[src/rtl/cpl_cordic_polar_pkg.sv]
// cordic_pkg: full-turn angle constants, arctangent table and width helpers
// shared by the vectoring and rotation CORDICs.
package cordic_pkg;
  localparam logic [31:0] ANG_PI  = 32'h8000_0000;
  localparam logic [31:0] ANG_PI2 = 32'h4000_0000;
  // round(atan(2^-n) / (2*pi) * 2^32)
  localparam logic [31:0] ATAN [32] = '{
    32'd536870912, 32'd316933406, 32'd167458907, 32'd85004756,
    32'd42667331,  32'd21354465,  32'd10679838,  32'd5340245,
    32'd2670163,   32'd1335087,   32'd667544,    32'd333772,
    32'd166886,    32'd83443,     32'd41722,     32'd20861,
    32'd10430,     32'd5215,      32'd2608,      32'd1304,
    32'd652,       32'd326,       32'd163,       32'd81,
    32'd41,        32'd20,        32'd10,        32'd5,
    32'd3,         32'd1,         32'd1,         32'd0
  };
  function automatic int wr(input int iw, input int eb);
    return iw + eb + 2;
  endfunction
  function automatic int stg(input int iw, input int eb);
    return iw + eb - 2;
  endfunction
  function automatic int lat(input int iw, input int eb);
    return stg(iw, eb) + 2;
  endfunction
endpackage

[src/rtl/cpl_cordic_polar_if.sv]
// cpl_cordic_polar_if: I/Q sample stream in, magnitude/phase/frequency out.
interface cpl_cordic_polar_if
  import cordic_pkg::*;
#(
  parameter int IN_WIDTH   = 16,
  parameter int EXTRA_BITS = 5
);
  localparam int WR = wr(IN_WIDTH, EXTRA_BITS);
  logic                       in_valid;
  logic signed [IN_WIDTH-1:0] in_data_I;
  logic signed [IN_WIDTH-1:0] in_data_Q;
  logic                       out_valid;
  logic signed [WR-1:0]       out_mag;
  logic        [31:0]         out_phase;
  logic                       freq_valid;
  logic signed [31:0]         out_freq;
  modport master (
    output in_valid, in_data_I, in_data_Q,
    input  out_valid, out_mag, out_phase, freq_valid, out_freq
  );
  modport slave (
    input  in_valid, in_data_I, in_data_Q,
    output out_valid, out_mag, out_phase, freq_valid, out_freq
  );
endinterface

[src/rtl/cpl_cordic_polar_vec_stage.sv]
// cordic_vec_stage: one vectoring iteration driving Y towards zero while
// accumulating the rotated angle in Z; valid/zero flags ride alongside.
module cordic_vec_stage
  import cordic_pkg::*;
#(
  parameter int W = 23,
  parameter int N = 0
) (
  input  logic                clock,
  input  logic                reset_n,
  input  logic                i_valid,
  input  logic                i_zero,
  input  logic signed [W-1:0] i_x,
  input  logic signed [W-1:0] i_y,
  input  logic        [31:0]  i_z,
  output logic                o_valid,
  output logic                o_zero,
  output logic signed [W-1:0] o_x,
  output logic signed [W-1:0] o_y,
  output logic        [31:0]  o_z
);
  logic signed [W-1:0] w_xs, w_ys;
  if (N == 0) begin : g_n0
    assign w_xs = i_x;
    assign w_ys = i_y;
  end else begin : g_nr
    // round-half-up of the shifted term using the last bit shifted out
    assign w_xs = (i_x >>> N) + $signed({1'b0, i_x[N-1]});
    assign w_ys = (i_y >>> N) + $signed({1'b0, i_y[N-1]});
  end
  always_ff @(posedge clock or negedge reset_n)
    if (!reset_n) begin
      o_valid <= 1'b0;
      o_zero  <= 1'b0;
      o_x     <= '0;
      o_y     <= '0;
      o_z     <= '0;
    end else begin
      o_valid <= i_valid;
      o_zero  <= i_zero;
      o_x     <= i_y[W-1] ? i_x - w_ys : i_x + w_ys;
      o_y     <= i_y[W-1] ? i_y + w_xs : i_y - w_xs;
      o_z     <= i_y[W-1] ? i_z - ATAN[N] : i_z + ATAN[N];
    end
endmodule

[src/rtl/cpl_cordic_polar.sv]
// cpl_cordic_polar: pipelined vectoring CORDIC turning I/Q into magnitude,
// full-turn phase and a phase-difference frequency word.
module cpl_cordic_polar
  import cordic_pkg::*;
#(
  parameter int IN_WIDTH   = 16,
  parameter int EXTRA_BITS = 5
) (
  input logic clock,
  input logic reset_n,
  cpl_cordic_polar_if.slave io
);
  localparam int WR  = wr(IN_WIDTH, EXTRA_BITS);
  localparam int STG = stg(IN_WIDTH, EXTRA_BITS);
  logic signed [WR-1:0] w_ix, w_qx;
  logic                 w_neg;
  logic signed [WR-1:0] r_x, r_y;
  logic        [31:0]   r_z;
  logic                 r_v, r_zr;
  logic signed [WR-1:0] w_x [STG+1];
  logic signed [WR-1:0] w_y [STG+1];
  logic        [31:0]   w_z [STG+1];
  logic        [STG:0]  w_v, w_zr;
  logic        [31:0]   w_phase;
  logic                 w_unused_y;
  logic                 r_ov, r_fv, r_have;
  logic signed [WR-1:0] r_mag;
  logic        [31:0]   r_phase, r_freq;
  assign w_ix  = {{2{io.in_data_I[IN_WIDTH-1]}}, io.in_data_I, {EXTRA_BITS{1'b0}}};
  assign w_qx  = {{2{io.in_data_Q[IN_WIDTH-1]}}, io.in_data_Q, {EXTRA_BITS{1'b0}}};
  assign w_neg = io.in_data_I[IN_WIDTH-1];
  // fold the left half-plane onto the right so the iterations always converge
  always_ff @(posedge clock or negedge reset_n)
    if (!reset_n) begin
      r_v  <= 1'b0;
      r_zr <= 1'b0;
      r_x  <= '0;
      r_y  <= '0;
      r_z  <= '0;
    end else begin
      r_v  <= io.in_valid;
      r_zr <= (io.in_data_I == '0) && (io.in_data_Q == '0);
      r_x  <= w_neg ? -w_ix : w_ix;
      r_y  <= w_neg ? -w_qx : w_qx;
      r_z  <= w_neg ? ANG_PI : '0;
    end
  assign w_x[0]  = r_x;
  assign w_y[0]  = r_y;
  assign w_z[0]  = r_z;
  assign w_v[0]  = r_v;
  assign w_zr[0] = r_zr;
  for (genvar i = 0; i < STG; i++) begin : g_stg
    cordic_vec_stage #(.W(WR), .N(i)) u_stage (
      .clock   (clock),
      .reset_n (reset_n),
      .i_valid (w_v[i]),
      .i_zero  (w_zr[i]),
      .i_x     (w_x[i]),
      .i_y     (w_y[i]),
      .i_z     (w_z[i]),
      .o_valid (w_v[i+1]),
      .o_zero  (w_zr[i+1]),
      .o_x     (w_x[i+1]),
      .o_y     (w_y[i+1]),
      .o_z     (w_z[i+1])
    );
  end
  assign w_unused_y = ^w_y[STG];
  assign w_phase    = w_zr[STG] ? '0 : w_z[STG];
  // r_phase doubles as the last valid phase for the differentiator
  always_ff @(posedge clock or negedge reset_n)
    if (!reset_n) begin
      r_ov    <= 1'b0;
      r_fv    <= 1'b0;
      r_have  <= 1'b0;
      r_mag   <= '0;
      r_phase <= '0;
      r_freq  <= '0;
    end else begin
      r_ov <= w_v[STG];
      r_fv <= w_v[STG] & r_have;
      if (w_v[STG]) begin
        r_have  <= 1'b1;
        r_mag   <= w_x[STG];
        r_phase <= w_phase;
        r_freq  <= w_phase - r_phase;
      end
    end
  assign io.out_valid  = r_ov;
  assign io.freq_valid = r_fv;
  assign io.out_mag    = r_mag;
  assign io.out_phase  = r_phase;
  assign io.out_freq   = r_freq;
endmodule

[src/flat_wrapper.sv]
// flat-port wrapper written by rule: the top's interface ports become plain ports
module cpl_cordic_polar_flat import cordic_pkg::*;
#(
  parameter int IN_WIDTH   = 16,
  parameter int EXTRA_BITS = 5
)
  (clock, reset_n, io_in_valid, io_in_data_I, io_in_data_Q, io_out_valid, io_out_mag, io_out_phase, io_freq_valid, io_out_freq);
  cpl_cordic_polar_if #(.IN_WIDTH(IN_WIDTH), .EXTRA_BITS(EXTRA_BITS)) io_i ();
  input logic clock;
  input logic reset_n;
  input wire logic [$bits(io_i.in_valid)-1:0] io_in_valid;
  input wire logic [$bits(io_i.in_data_I)-1:0] io_in_data_I;
  input wire logic [$bits(io_i.in_data_Q)-1:0] io_in_data_Q;
  output wire logic [$bits(io_i.out_valid)-1:0] io_out_valid;
  output wire logic [$bits(io_i.out_mag)-1:0] io_out_mag;
  output wire logic [$bits(io_i.out_phase)-1:0] io_out_phase;
  output wire logic [$bits(io_i.freq_valid)-1:0] io_freq_valid;
  output wire logic [$bits(io_i.out_freq)-1:0] io_out_freq;
  assign io_i.in_valid = io_in_valid;
  assign io_i.in_data_I = io_in_data_I;
  assign io_i.in_data_Q = io_in_data_Q;
  assign io_out_valid = io_i.out_valid;
  assign io_out_mag = io_i.out_mag;
  assign io_out_phase = io_i.out_phase;
  assign io_freq_valid = io_i.freq_valid;
  assign io_out_freq = io_i.out_freq;
  cpl_cordic_polar #(.IN_WIDTH(IN_WIDTH), .EXTRA_BITS(EXTRA_BITS)) u_core (.clock(clock), .reset_n(reset_n), .io(io_i));
endmodule
[config.mk]
export PLATFORM = sky130hd
export DESIGN_NAME = cpl_cordic_polar_flat
export DESIGN_NICKNAME = d
export VERILOG_FILES = /design/src/rtl/cpl_cordic_polar_pkg.sv /design/src/rtl/cpl_cordic_polar_if.sv /design/src/rtl/cpl_cordic_polar_vec_stage.sv /design/src/rtl/cpl_cordic_polar.sv /design/src/flat_wrapper.sv
export SDC_FILE = /design/constraint.sdc
export NUM_CORES = 2
export LEC_CHECK = 0
export CAP_MARGIN = 5
export CORE_MARGIN = 2
export CORE_UTILIZATION = 65
export CTS_CLUSTER_DIAMETER = 200
export CTS_CLUSTER_SIZE = 24
export DETAILED_ROUTE_END_ITERATION = 12
export PLACE_DENSITY = 0.85
export SLEW_MARGIN = 15
export SYNTH_ARGS = -nofsm -noshare
export SYNTH_HDL_FRONTEND = slang
export SYNTH_SLANG_ARGS = --single-unit
export TNS_END_PERCENT = 20
[constraint.sdc]
create_clock -name clock -period 5.65 [get_ports clock]
set_input_delay 1.695 -clock clock [delete_from_list [all_inputs] [get_ports clock]]
set_output_delay 1.695 -clock clock [all_outputs]
set_load 0.01 [all_outputs]
==> run metrics <==
critical path peak fanout=7; H-tree depth=3; Setup crit start kind=flip-flop; Clock Skew=approximately 0.048 ns; Crit. End Element=flip-flop; Post-Synthesis Cells=13470; period utilization=between 90 and 100%; Seq cells post-synth=about 1500; critical path class=reg -> reg; crit path launch=u_core.g_stg[2].u_stage.o_x[2]; multi-input combinational cell area=between 70000 and 80000 um^2; Syn-to-layout area delta=4.846%; Slew @ Worst Pin=1.185 ns; post-route setup slack=around 0.44 ns; first-pass GRT wire length=slightly below 500000 um; Register Area=38200 um^2; Num CTS Buffers=73; routability congestion estimate=a little under 1; fin nets=14990; layout cells sized above 1=around 3.1%; Clock Tree Buf Depth=3; Max Transition Viols Final=0; hold slack=~0.35 ns; Initial Util=about 65%; drt drc=0; Rows=158; unrepaired setup endpoints after global routing=no; vias per cell=6.277; Detailed Route Iter0 Violations=around 7500; Hold Crit Class=reg -> reg; Setup violations, final=0; status=complete, no violations; Util after Layout=roughly two thirds; Clock Latency Late Sink=0.77 ns; Die H=between 400 and 500 um; Final TNS setup=0 ns; post-route antenna net violation count=0; Max Cap Viol=0; sequential area share after synthesis=between 30% and 40%; Slew Limit Headroom=20.91%; Yosys warnings=0; # port buffers=roughly 120; Critical Path RT=~6.3 ns; 1st-pass router iterations=11; Mean Syn Cell Area=~9 um^2; CTS tree=done; Die X=around 440 um; I/O pin cnt=between 100 and 150; WL/cell=roughly 19 um; largest net degree at the start of global routing=approximately 160; Clock Tree Root=clkbuf_16; Top FF cell, synth=dfrtp_1; Post-synth EDFFs=0; filler cell count=14620; vias in the first global route=between 90000 and 100k; min cycle time layout=between 5 and 6 ns; # hold bufs at CTS=0; Fin. Hold Viols=0; DRT Wirelength=slightly above 300000 um; hpwl dp=between 200000 and 250000 um; Clock Sinks=between 1500 and 2000; Worst R2R Start=u_core.g_stg[2].u_stage.o_x[2]; vias post-DR=approximately 100k; synthesized cell area=~120000 um^2; core outline area=185000 um^2; maximum clock frequency=192.0 MHz; Netlist cell types=roughly 120; ys async rst share=100.0%; remaining global-route overflow=0; Setup WS pre-CTS=roughly 0.42 ns; clk slew on worst S/H paths=0.10 ns; Die ar.=roughly 190000 um^2; Hold Startpoint=u_core.g_stg[17].u_stage.o_valid; Arrival @ worst endpoint=5.88 ns; initial antenna violation count=10; total track usage=a little under a third
## metal layers
metal	up-vias	track usage, %	wire, um
met3	831	3.401	13260
met4	4	15.57	16160
met2	3020	57.33	154400
met5	-	0	29
met1	48290	37.10	121300
li1	48040	-	-
## path summary, 6_finish.rpt
path	slack, ns	depth (start not counted)	end
worst max-delay path	0.44	19	u_core.g_stg[3].u_stage.o_y[21]
worst min-delay path	0.35	0	u_core.g_stg[18].u_stage.o_valid
worst max register to register	0.44	19	u_core.g_stg[3].u_stage.o_y[21]
worst min register to register	0.35	0	u_core.g_stg[18].u_stage.o_valid
max in group asynchronous	3.28	2	u_core.g_stg[1].u_stage.o_y[22]
min in group asynchronous	0.92	1	u_core.g_stg[14].u_stage.o_y[0]
## timing repair
action                                  4_1_cts  5_1_grt
endpoints found under the setup margin        0        2
gates resized for setup                       0        2
buffers inserted                              0        0
## cell usage after synthesis (59+ instances only)
cell type  instances  area [um^2]
o211ai_1          66        495.5
a21oi_1         1082         5415
dfrtp_1         1526        38190
a211oi_1         115        863.3
inv_1            604         2267
o31ai_1           86        645.6
or3_1             98        613.1
a21o_1           413         3100
nand4_1          124        775.7
xor2_1           601         5264
nand2b_1         166         1039
o21bai_1         142         1066
mux2i_1           66        660.6
o21ai_0          701         3508
nand2_1          892         3348
nor2b_1          214         1339
and3_1           240         1501
o21a_1           187         1404
nor2_1          1067         4005
and2_1           104        650.6
clkbuf_1         199        747.0
o22ai_1           59        369.1
xnor2_1         1312        11490
ha_1            1436        17970
a31oi_1          180         1126
or2_2             78        488.0
nand3_1          400         2002
nor3_1           371         1857
mux2_2            65        732.0
## layout by cell type, fill, tap and decap left out, drive strengths merged, types with 116 or more instances in the layout
cell type / count
a211oi: 116
a21o: 413
a21oi: 1084
a31oi: 180
and3: 240
clkdlybuf4s50: 122
dfrtp: 1526
ha: 1436
inv: 610
nand2: 892
nand2b: 166
nand3: 403
nand4: 127
nor2: 1071
nor2b: 214
nor3: 378
o21a: 187
o21ai: 721
o21bai: 142
xnor2: 1313
xor2: 601
## cell families (layout without fill, tap and decap cells)
| group | Yosys count | count (layout) | synth area share, % |
|---|---|---|---|
| muxes | 131 | 131 | 1.152 |
| DFF | 1526 | 1526 | 31.58 |
| AOI/OAI and AO/OA | 3565 | 3565 | 18.89 |
| adders and majority gates | 1491 | 1491 | 15.77 |
| other | 2 | 10 | 0.006211 |
| xor gates and xnor gates | 1915 | 1915 | 13.89 |
| buffers and inverters | 884 | 891 | 2.814 |
| and+or+nand+nor | 3952 | 3952 | 15.89 |
## per-stage QoR
step	cell area [um^2]	std cells
2_1_floorplan	120900	13470
3_3_place_gp	124800	15870
3_5_place_dp	124800	15870
4_1_cts	126700	15950
5_1_grt	126800	15960
6_report	126800	15960
## cell type report
class,count,area share (%)
clock inverters,5,0.03652
diodes,7,0.01382
clock buffers,82,1.468
multi-input cells,11060,62.58
flip-flops and latches,1526,30.13
repair buffers,196,1.516
inverters,608,1.800
well taps,2480,2.448
## registers in the layout, summed over array words and instances, names as in the netlist, 18 cells and up
| name | count |
|---|---|
| u_core.g_stg.u_stage.o_z | 550 |
| u_core.g_stg.u_stage.o_x | 426 |
| u_core.g_stg.u_stage.o_y | 383 |
| u_core.io.out_freq | 32 |
| u_core.io.out_phase | 32 |
| u_core.io.out_mag | 23 |
| u_core.g_stg.u_stage.o_valid | 19 |
| u_core.g_stg.u_stage.o_zero | 19 |
| u_core.r_x | 18 |
| u_core.r_y | 18 |
## worst max-delay path, stage by stage (launching register included)
cell,delay [ns]
dfrtp_1,0.47
ha_1,0.32
ha_1,0.37
and3_1,0.37
nand4_1,0.13
o21a_1,0.14
o31ai_1,0.34
and2_1,0.22
mux2i_1,0.19
nor3_1,0.06
a221oi_1,0.29
xor2_1,0.18
ha_1,0.31
and3_1,0.20
a211oi_1,0.47
a2111o_1,0.25
o21ai_0,0.19
a211o_1,0.31
a21oi_1,0.17
xnor2_1,0.13
Power is not shown: default switching activity piles up to over one toggle a cycle in this logic, so the estimate is an artifact.
